--- config.mk ---
export PLATFORM = sky130hd
export DESIGN_NAME = rotary_enc_ctrl_core
export DESIGN_NICKNAME = d
export VERILOG_FILES = /design/src/rtl/rotary_enc_pkg.sv /design/src/rtl/rotary_debounce.sv /design/src/rtl/rotary_enc_ctrl_core.sv
export SDC_FILE = /design/constraint.sdc
export NUM_CORES = 1
export LEC_CHECK = 0
export ABC_AREA = 1
export ABC_CLOCK_PERIOD_IN_PS = 2200
export CAP_MARGIN = 20
export CORE_ASPECT_RATIO = 1.4
export CORE_MARGIN = 4
export CORE_UTILIZATION = 59
export DETAILED_ROUTE_END_ITERATION = 12
export DONT_BUFFER_PORTS = 1
export HOLD_SLACK_MARGIN = 0.08
export PLACE_DENSITY = 0.77
export RECOVER_POWER = 50
export SYNTH_ARGS = -nofsm -noshare
export SYNTH_HDL_FRONTEND = slang
export SYNTH_SLANG_ARGS = --single-unit
--- constraint.sdc ---
create_clock -name clk -period 2.2 [get_ports clk]
set_input_delay 0.33 -clock clk [delete_from_list [all_inputs] [get_ports clk]]
set_output_delay 0.33 -clock clk [all_outputs]
set_load 0.02 [all_outputs]
--- src/rtl/rotary_enc_pkg.sv ---
// Shared types and register map for the rotary encoder slot core.
// Latency: n/a (declarations only).
// Backpressure: n/a.
package rotary_enc_pkg;

  // Quadrature decoder states; the comment gives the {A,B} code each state sits on.
  typedef enum logic [2:0] {
    Q_IDLE = 3'd0,  // 11
    Q_CW1  = 3'd1,  // 01
    Q_CW2  = 3'd2,  // 00
    Q_CW3  = 3'd3,  // 10
    Q_CCW1 = 3'd4,  // 10
    Q_CCW2 = 3'd5,  // 00
    Q_CCW3 = 3'd6   // 01
  } quad_state_t;

  // {A,B} encoder codes
  localparam logic [1:0] AB_11 = 2'b11;
  localparam logic [1:0] AB_01 = 2'b01;
  localparam logic [1:0] AB_00 = 2'b00;
  localparam logic [1:0] AB_10 = 2'b10;

  // Register word addresses (addr[1:0])
  localparam logic [1:0] REG_POS   = 2'd0;
  localparam logic [1:0] REG_STAT  = 2'd1;
  localparam logic [1:0] REG_CTRL  = 2'd2;
  localparam logic [1:0] REG_LIMIT = 2'd3;

  // CTRL bit indices
  localparam int CTRL_EN        = 0;
  localparam int CTRL_WRAP      = 1;
  localparam int CTRL_CLR_POS   = 2;
  localparam int CTRL_CLR_FLAGS = 3;

  // STAT bit indices
  localparam int STAT_SW   = 0;
  localparam int STAT_PEND = 1;
  localparam int STAT_DIR  = 2;
  localparam int STAT_HIT  = 3;

endpackage

--- src/rtl/rotary_debounce.sv ---
// Two-flop synchroniser followed by a stability counter for one encoder input.
// Latency: 2 sync cycles + DB_CYCLES stable cycles before dout follows din.
// Backpressure: none; free-running level filter.
// Ports: clk, reset_n (async active-low), din (raw pin), dout (debounced level).
module rotary_debounce #(
  parameter int   DB_CYCLES = 100_000,
  parameter logic RST_VAL   = 1'b0
) (
  input  logic clk,
  input  logic reset_n,
  input  logic din,
  output logic dout
);

  localparam int              CNT_W    = $clog2(DB_CYCLES + 1);
  localparam logic [CNT_W-1:0] CNT_LAST = CNT_W'(DB_CYCLES - 1);

  logic             sync1_q, sync2_q;
  logic             db_q, db_d;
  logic [CNT_W-1:0] cnt_q, cnt_d;

  // Count consecutive cycles where the synchronised input disagrees with the
  // current debounced level; any agreeing cycle (a glitch ending) restarts it.
  always_comb begin
    cnt_d = '0;
    db_d  = db_q;
    if (sync2_q != db_q) begin
      if (cnt_q == CNT_LAST) begin
        db_d = sync2_q;
      end else begin
        cnt_d = cnt_q + 1'b1;
      end
    end
  end

  always_ff @(posedge clk or negedge reset_n) begin
    if (!reset_n) begin
      sync1_q <= RST_VAL;
      sync2_q <= RST_VAL;
      db_q    <= RST_VAL;
      cnt_q   <= '0;
    end else begin
      sync1_q <= din;
      sync2_q <= sync1_q;
      db_q    <= db_d;
      cnt_q   <= cnt_d;
    end
  end

  assign dout = db_q;

endmodule

--- src/rtl/rotary_enc_ctrl_core.sv ---
// Rotary encoder slot core: debounce A/B/SW, quadrature-decode detents, bounded position.
// Latency: position updates the cycle after the decoder's step pulse; reads are combinational.
// Backpressure: none; register slot is always ready for reads and writes.
// Ports: clk, reset_n (async active-low); slot bus cs/read/write/addr[4:0]/wr_data[31:0]
//        -> rd_data[31:0]; encoder pins enc_a, enc_b (idle high), enc_sw (1 = pressed).
module rotary_enc_ctrl_core
  import rotary_enc_pkg::*;
#(
  parameter int DB_CYCLES = 100_000,
  parameter int POS_W     = 16,
  parameter int DEF_LIMIT = 99
) (
  input  logic        clk,
  input  logic        reset_n,
  input  logic        cs,
  input  logic        read,
  input  logic        write,
  input  logic [4:0]  addr,
  input  logic [31:0] wr_data,
  output logic [31:0] rd_data,
  input  logic        enc_a,
  input  logic        enc_b,
  input  logic        enc_sw
);

  logic a_db, b_db, sw_db;
  logic [1:0] ab;

  rotary_debounce #(.DB_CYCLES(DB_CYCLES), .RST_VAL(1'b1)) u_db_a (
    .clk(clk), .reset_n(reset_n), .din(enc_a), .dout(a_db));
  rotary_debounce #(.DB_CYCLES(DB_CYCLES), .RST_VAL(1'b1)) u_db_b (
    .clk(clk), .reset_n(reset_n), .din(enc_b), .dout(b_db));
  rotary_debounce #(.DB_CYCLES(DB_CYCLES), .RST_VAL(1'b0)) u_db_sw (
    .clk(clk), .reset_n(reset_n), .din(enc_sw), .dout(sw_db));

  assign ab = {a_db, b_db};

  // Reads have no side effects, so the read strobe is not needed.
  logic bus_unused;
  assign bus_unused = ^{read, wr_data[31:POS_W]};

  // ---------------- slot write decode ----------------
  logic             wr_sel, ctrl_wr, lim_wr, clr_pos, clr_flags;
  logic [POS_W-1:0] new_lim;

  assign wr_sel    = cs && write && (addr[4:2] == 3'b000);
  assign ctrl_wr   = wr_sel && (addr[1:0] == REG_CTRL);
  assign lim_wr    = wr_sel && (addr[1:0] == REG_LIMIT);
  assign clr_pos   = ctrl_wr && wr_data[CTRL_CLR_POS];
  assign clr_flags = ctrl_wr && wr_data[CTRL_CLR_FLAGS];
  assign new_lim   = wr_data[POS_W-1:0];

  // ---------------- registers ----------------
  quad_state_t      state_q, state_d;
  logic [POS_W-1:0] pos_q, pos_d;
  logic [POS_W-1:0] lim_q;
  logic             en_q, wrap_q;
  logic             pend_q, pend_d;
  logic             dir_q, dir_d;
  logic             hit_q, hit_d;
  logic             sw_prev_q;
  logic             step_cw, step_ccw;

  // ---------------- quadrature decoder ----------------
  // A reverse code backtracks one state; a two-bit jump is ignored; code 11
  // always returns to IDLE, emitting a step only when it completes a cycle.
  always_comb begin
    state_d  = state_q;
    step_cw  = 1'b0;
    step_ccw = 1'b0;
    if (!en_q) begin
      state_d = Q_IDLE;
    end else begin
      case (state_q)
        Q_IDLE: begin
          if (ab == AB_01)      state_d = Q_CW1;
          else if (ab == AB_10) state_d = Q_CCW1;
        end
        Q_CW1: begin
          if (ab == AB_00)      state_d = Q_CW2;
          else if (ab == AB_11) state_d = Q_IDLE;
        end
        Q_CW2: begin
          if (ab == AB_10)      state_d = Q_CW3;
          else if (ab == AB_01) state_d = Q_CW1;
          else if (ab == AB_11) state_d = Q_IDLE;
        end
        Q_CW3: begin
          if (ab == AB_11) begin
            state_d = Q_IDLE;
            step_cw = 1'b1;
          end else if (ab == AB_00) begin
            state_d = Q_CW2;
          end
        end
        Q_CCW1: begin
          if (ab == AB_00)      state_d = Q_CCW2;
          else if (ab == AB_11) state_d = Q_IDLE;
        end
        Q_CCW2: begin
          if (ab == AB_01)      state_d = Q_CCW3;
          else if (ab == AB_10) state_d = Q_CCW1;
          else if (ab == AB_11) state_d = Q_IDLE;
        end
        Q_CCW3: begin
          if (ab == AB_11) begin
            state_d  = Q_IDLE;
            step_ccw = 1'b1;
          end else if (ab == AB_00) begin
            state_d = Q_CCW2;
          end
        end
        default: state_d = Q_IDLE;
      endcase
    end
  end

  // ---------------- position and flags ----------------
  // A LIMIT write landing with a step uses the new limit so POS never exceeds it.
  logic [POS_W-1:0] lim_eff;
  logic             hit_set;

  assign lim_eff = lim_wr ? new_lim : lim_q;

  always_comb begin
    pos_d   = pos_q;
    dir_d   = dir_q;
    hit_set = 1'b0;
    if (step_cw || step_ccw) dir_d = step_cw;
    if (clr_pos) begin
      pos_d = '0;
    end else if (lim_wr && (new_lim < pos_q)) begin
      pos_d = new_lim;
    end else if (step_cw) begin
      if (pos_q < lim_eff) begin
        pos_d = pos_q + 1'b1;
      end else begin
        hit_set = 1'b1;
        if (wrap_q) pos_d = '0;
      end
    end else if (step_ccw) begin
      if (pos_q != '0) begin
        pos_d = pos_q - 1'b1;
      end else begin
        hit_set = 1'b1;
        if (wrap_q) pos_d = lim_eff;
      end
    end
  end

  // Set events beat a simultaneous clear.
  assign hit_d  = (hit_q && !clr_flags) || hit_set;
  assign pend_d = (pend_q && !clr_flags) || (sw_db && !sw_prev_q);

  always_ff @(posedge clk or negedge reset_n) begin
    if (!reset_n) begin
      state_q   <= Q_IDLE;
      pos_q     <= '0;
      lim_q     <= POS_W'(DEF_LIMIT);
      en_q      <= 1'b1;
      wrap_q    <= 1'b0;
      pend_q    <= 1'b0;
      dir_q     <= 1'b0;
      hit_q     <= 1'b0;
      sw_prev_q <= 1'b0;
    end else begin
      state_q   <= state_d;
      pos_q     <= pos_d;
      pend_q    <= pend_d;
      dir_q     <= dir_d;
      hit_q     <= hit_d;
      sw_prev_q <= sw_db;
      if (ctrl_wr) begin
        en_q   <= wr_data[CTRL_EN];
        wrap_q <= wr_data[CTRL_WRAP];
      end
      if (lim_wr) lim_q <= new_lim;
    end
  end

  // ---------------- read mux ----------------
  always_comb begin
    rd_data = '0;
    if (addr[4:2] == 3'b000) begin
      case (addr[1:0])
        REG_POS:   rd_data[POS_W-1:0] = pos_q;
        REG_STAT: begin
          rd_data[STAT_SW]   = sw_db;
          rd_data[STAT_PEND] = pend_q;
          rd_data[STAT_DIR]  = dir_q;
          rd_data[STAT_HIT]  = hit_q;
        end
        REG_CTRL: begin
          rd_data[CTRL_EN]   = en_q;
          rd_data[CTRL_WRAP] = wrap_q;
        end
        REG_LIMIT: rd_data[POS_W-1:0] = lim_q;
        default:   rd_data = '0;
      endcase
    end
  end

endmodule

==> run metrics, run 1 <==
status=finished, violations left; failing checks=hold timing, setup timing; clock transition at the registers of the reported paths=70 ps; main area contributors after synthesis=dfrtp_1 32%, nand2_1 9.8%, inv_1 8.1%, ha_1 7.0%, nor2_1 4.3%; crit-path cells=ha_4, nand4_4, clkinv_4, buf_16, o21ai_2, inv_1, ha_4, nand2_2, nor2_2, a211oi_2, o221a_2, nand2_2, nand2_2, nand3_4, buf_12, buf_16, nand2_2, o21ai_1; Seq/Total Area, Yosys=35.6%; final setup vio count=17; I/O pin count=77; critical path type=in2reg; ys async rst share=100%; reg2reg end=pos_q[12]; cts bufs inserted=9; PnR worst setup slack=-262 ps; core area=11800 um^2; most used cell, CP=nand2_2; critical path endpoint category=flop; global route overflow=0; logic gate share of total power=40.0%; part of the power in registers=34.6%; Hold Worst Slack=-336 ps; Non-Filler Instances=1256; max-capacitance violation count=0; H-tree depth=3; Crit. Startpoint=addr[0]; Req. time, crit path=2440 ps; Die X=101 um; HP Class=in2async; share of the synthesized area in the top cell type=31.6%; drt initial violations=586; clock buffer depth=2; overall power=6.18 mW; wire per inst=17.0 um; fmax=406 MHz; worst slew pin tran=596 ps; power per cell area=665 nW/um^2; RR Startpoint=pos_q[7]; drt pass-1 iters=5; Vias=7331; Register-to-Register Path Depth=15; vias in the first global route=6836; Reg2Reg Setup Slack=-250 ps; GRT Total Usage=28.6%; LEAKAGE=4.33 nW; GP Congestion=0.975; count leader, synth=nand2_1; Pint=3.93 mW; fin. max-slew vios=0; Final Hold Fails=101; CTS tree=yes; number of flops mapped to enable cells by yosys=0; clock sinks=101; Post-synth top flop=dfrtp_1; port bufs=0; Peak VDD IR=0.428 mV; detailed placement HPWL=14.0 mm; DRC viols=0; Final ANT Viol Nets=0; Mapped Area=7140 um^2; ANT cells=0; dominant cell type by area after synthesis=dfrtp_1; clock skew=13.7 ps; cts hold-fix bufs=3; CP Launch Type=input port; Worst Path Buf+Inv=5; final setup TNS=-2610 ps; RSZ-0062 raised after global routing=yes; slowest cell on the critical path=o221a_2; number of fillers in the final layout=749; Rows=47; Psw=2.25 mW; Switching Fraction=36.4%; Vias/cell=5.84; antenna violations before repair=0; Die ar.=13900 um^2; most common library cells after synthesis=187 x nand2_1, 154 x inv_1, 90 x dfrtp_1; CP arrival=2710 ps; clock share of power=25.4%; CP max FO=7; Post-Syn Instances=973; share of cells above drive strength 1=29.6%; Final Util=78.6%; Avg Cell Area, Syn=7.34 um^2; relative max-transition margin=59.8%; Final period util=112%; layout net count=1189; area delta synth->final=30.2%; drt total wl=21.3 mm; Root Buffer=clkbuf_16; clk_lat worst skew=360 ps; Inst Count DP=1209; Initial Util=60.4%; dpl cell area=8090 um^2; Place WS=-637 ps; Design Area, Final=9290 um^2; #FFs+latches synth=101; first-pass GRT wire length=32.3 mm; pin count of the biggest net entering global routing=102; Yosys cell types=51; Die Ht=138 um; min cycle time layout=2460 ps; synthesis warning total=0; family with the most delay on the worst path=compound AO/OA/AOI/OAI gates; CP max stage delay=300 ps
[flip-flops by register name (all words and copies together), names as in the netlist]
signal	count
u_db_b.sync2_q	1
pend_q	1
u_db_a.sync1_q	1
u_db_a.sync2_q	1
u_db_sw.cnt_q	17
u_db_sw.dout	1
u_db_b.cnt_q	17
dir_q	1
en_q	1
sw_prev_q	1
pos_q	16
u_db_a.cnt_q	17
state_q	3
u_db_b.dout	1
u_db_b.sync1_q	1
u_db_sw.sync2_q	1
hit_q	1
wrap_q	1
u_db_sw.sync1_q	1
lim_q	16
u_db_a.dout	1
[worst max-delay path by stage]
| stage | end | slack [ps] | cells past startpoint |
|---|---|---|---|
| CTS | pos_q[8] | -120 | 16 |
| finish | pos_q[12] | -260 | 18 |
| floorplan | pos_q[12] | -340 | 19 |
| global placement | pos_q[3] | -590 | 18 |
| global route | pos_q[12] | -340 | 20 |
| detailed placement | pos_q[11] | -640 | 18 |
[power by group through the flow]
| stage | clock network, mW | logic (mW) | registers [mW] |
|---|---|---|---|
| global placement | 0 | 1.88 | 2.15 |
| global route | 1.66 | 2.67 | 2.15 |
| floorplan | 0 | 1.23 | 2.14 |
| CTS | 1.59 | 2.06 | 2.12 |
| finish | 1.57 | 2.47 | 2.14 |
| detailed placement | 0 | 1.92 | 2.16 |
[what timing repair did]
item | in CTS | in global routing
hold endpoints to repair | 104 | 101
pin swaps | 11 | 49
gates cloned | 2 | 1
setup buffers | 11 | 16
resized for setup | 40 | 132
endpoints found under the setup margin | 17 | 28
[area by class of cell]
type,instances,area (um^2),share of cell area (%)
Clock buffer,11,243,2.61
Clock inverter,5,41.3,0.444
Inverter,160,613,6.60
Multi-Input combinational cell,682,4380,47.2
Sequential cell,101,2540,27.4
Tap cell,147,184,1.98
Timing Repair Buffer,150,1290,13.8
[layout by cell type, fill, tap and decap left out, types with 14 or more instances in the layout]
master	n
nand3_2	15
ha_1	28
inv_2	16
nand2_2	30
nand2_1	155
nor3b_1	14
nand3_1	33
nor3_1	32
xor2_1	27
nand4_1	16
dfrtp_1	89
nor2_1	68
inv_1	140
buf_4	131
a21oi_1	48
o21ai_0	36
conb_1	16
[cell families after synthesis]
| group | share of synthesized area, % |
|---|---|
| AND/OR/NAND/NOR | 28.6 |
| AO/OA/AOI/OAI | 12.5 |
| XOR/XNOR | 3.68 |
| buffers and inverters | 12.3 |
| adder cells (fa/ha/maj) | 7.01 |
| other | 0.0525 |
| flip-flops | 35.6 |
| multiplexers | 0.315 |
[metal layers]
layer / GRT usage (%) / wire length (um) / up-vias
li1: - / - / 3417
met1: 36.4 / 7870 / 3358
met2: 47.0 / 10400 / 425
met3: 5.04 / 1780 / 131
met4: 13.1 / 1280 / 0
met5: 0 / 0 / -
[worst register-to-register path: cells and delay by family (launching register included)]
family                     cells  cell delay [ps]
buffers and inverters          3              410
AOI/OAI and AO/OA              3              390
and+or+nand+nor                8              840
DFF                            1              410
adders and majority gates      1              300
Note: power is estimated with default switching activity, not from simulation.
==> run 2: changes to the inputs <==
--- a/config.mk
+++ b/config.mk
@@ -7,7 +7,7 @@
 export LEC_CHECK = 0
 export ABC_AREA = 1
 export ABC_CLOCK_PERIOD_IN_PS = 2200
-export CAP_MARGIN = 20
+export CAP_MARGIN = 10
 export CORE_ASPECT_RATIO = 1.4
 export CORE_MARGIN = 4
 export CORE_UTILIZATION = 59
==> results of run 2 <==
No change in the layout: final DEF, timing and power equal those of run 1.
==> run 3: changes to the inputs <==
--- a/config.mk
+++ b/config.mk
@@ -7,7 +7,6 @@
 export LEC_CHECK = 0
 export ABC_AREA = 1
 export ABC_CLOCK_PERIOD_IN_PS = 2200
-export CAP_MARGIN = 10
 export CORE_ASPECT_RATIO = 1.4
 export CORE_MARGIN = 4
 export CORE_UTILIZATION = 59
==> results of run 3 <==
No change in the layout: final DEF, timing and power equal those of run 1.
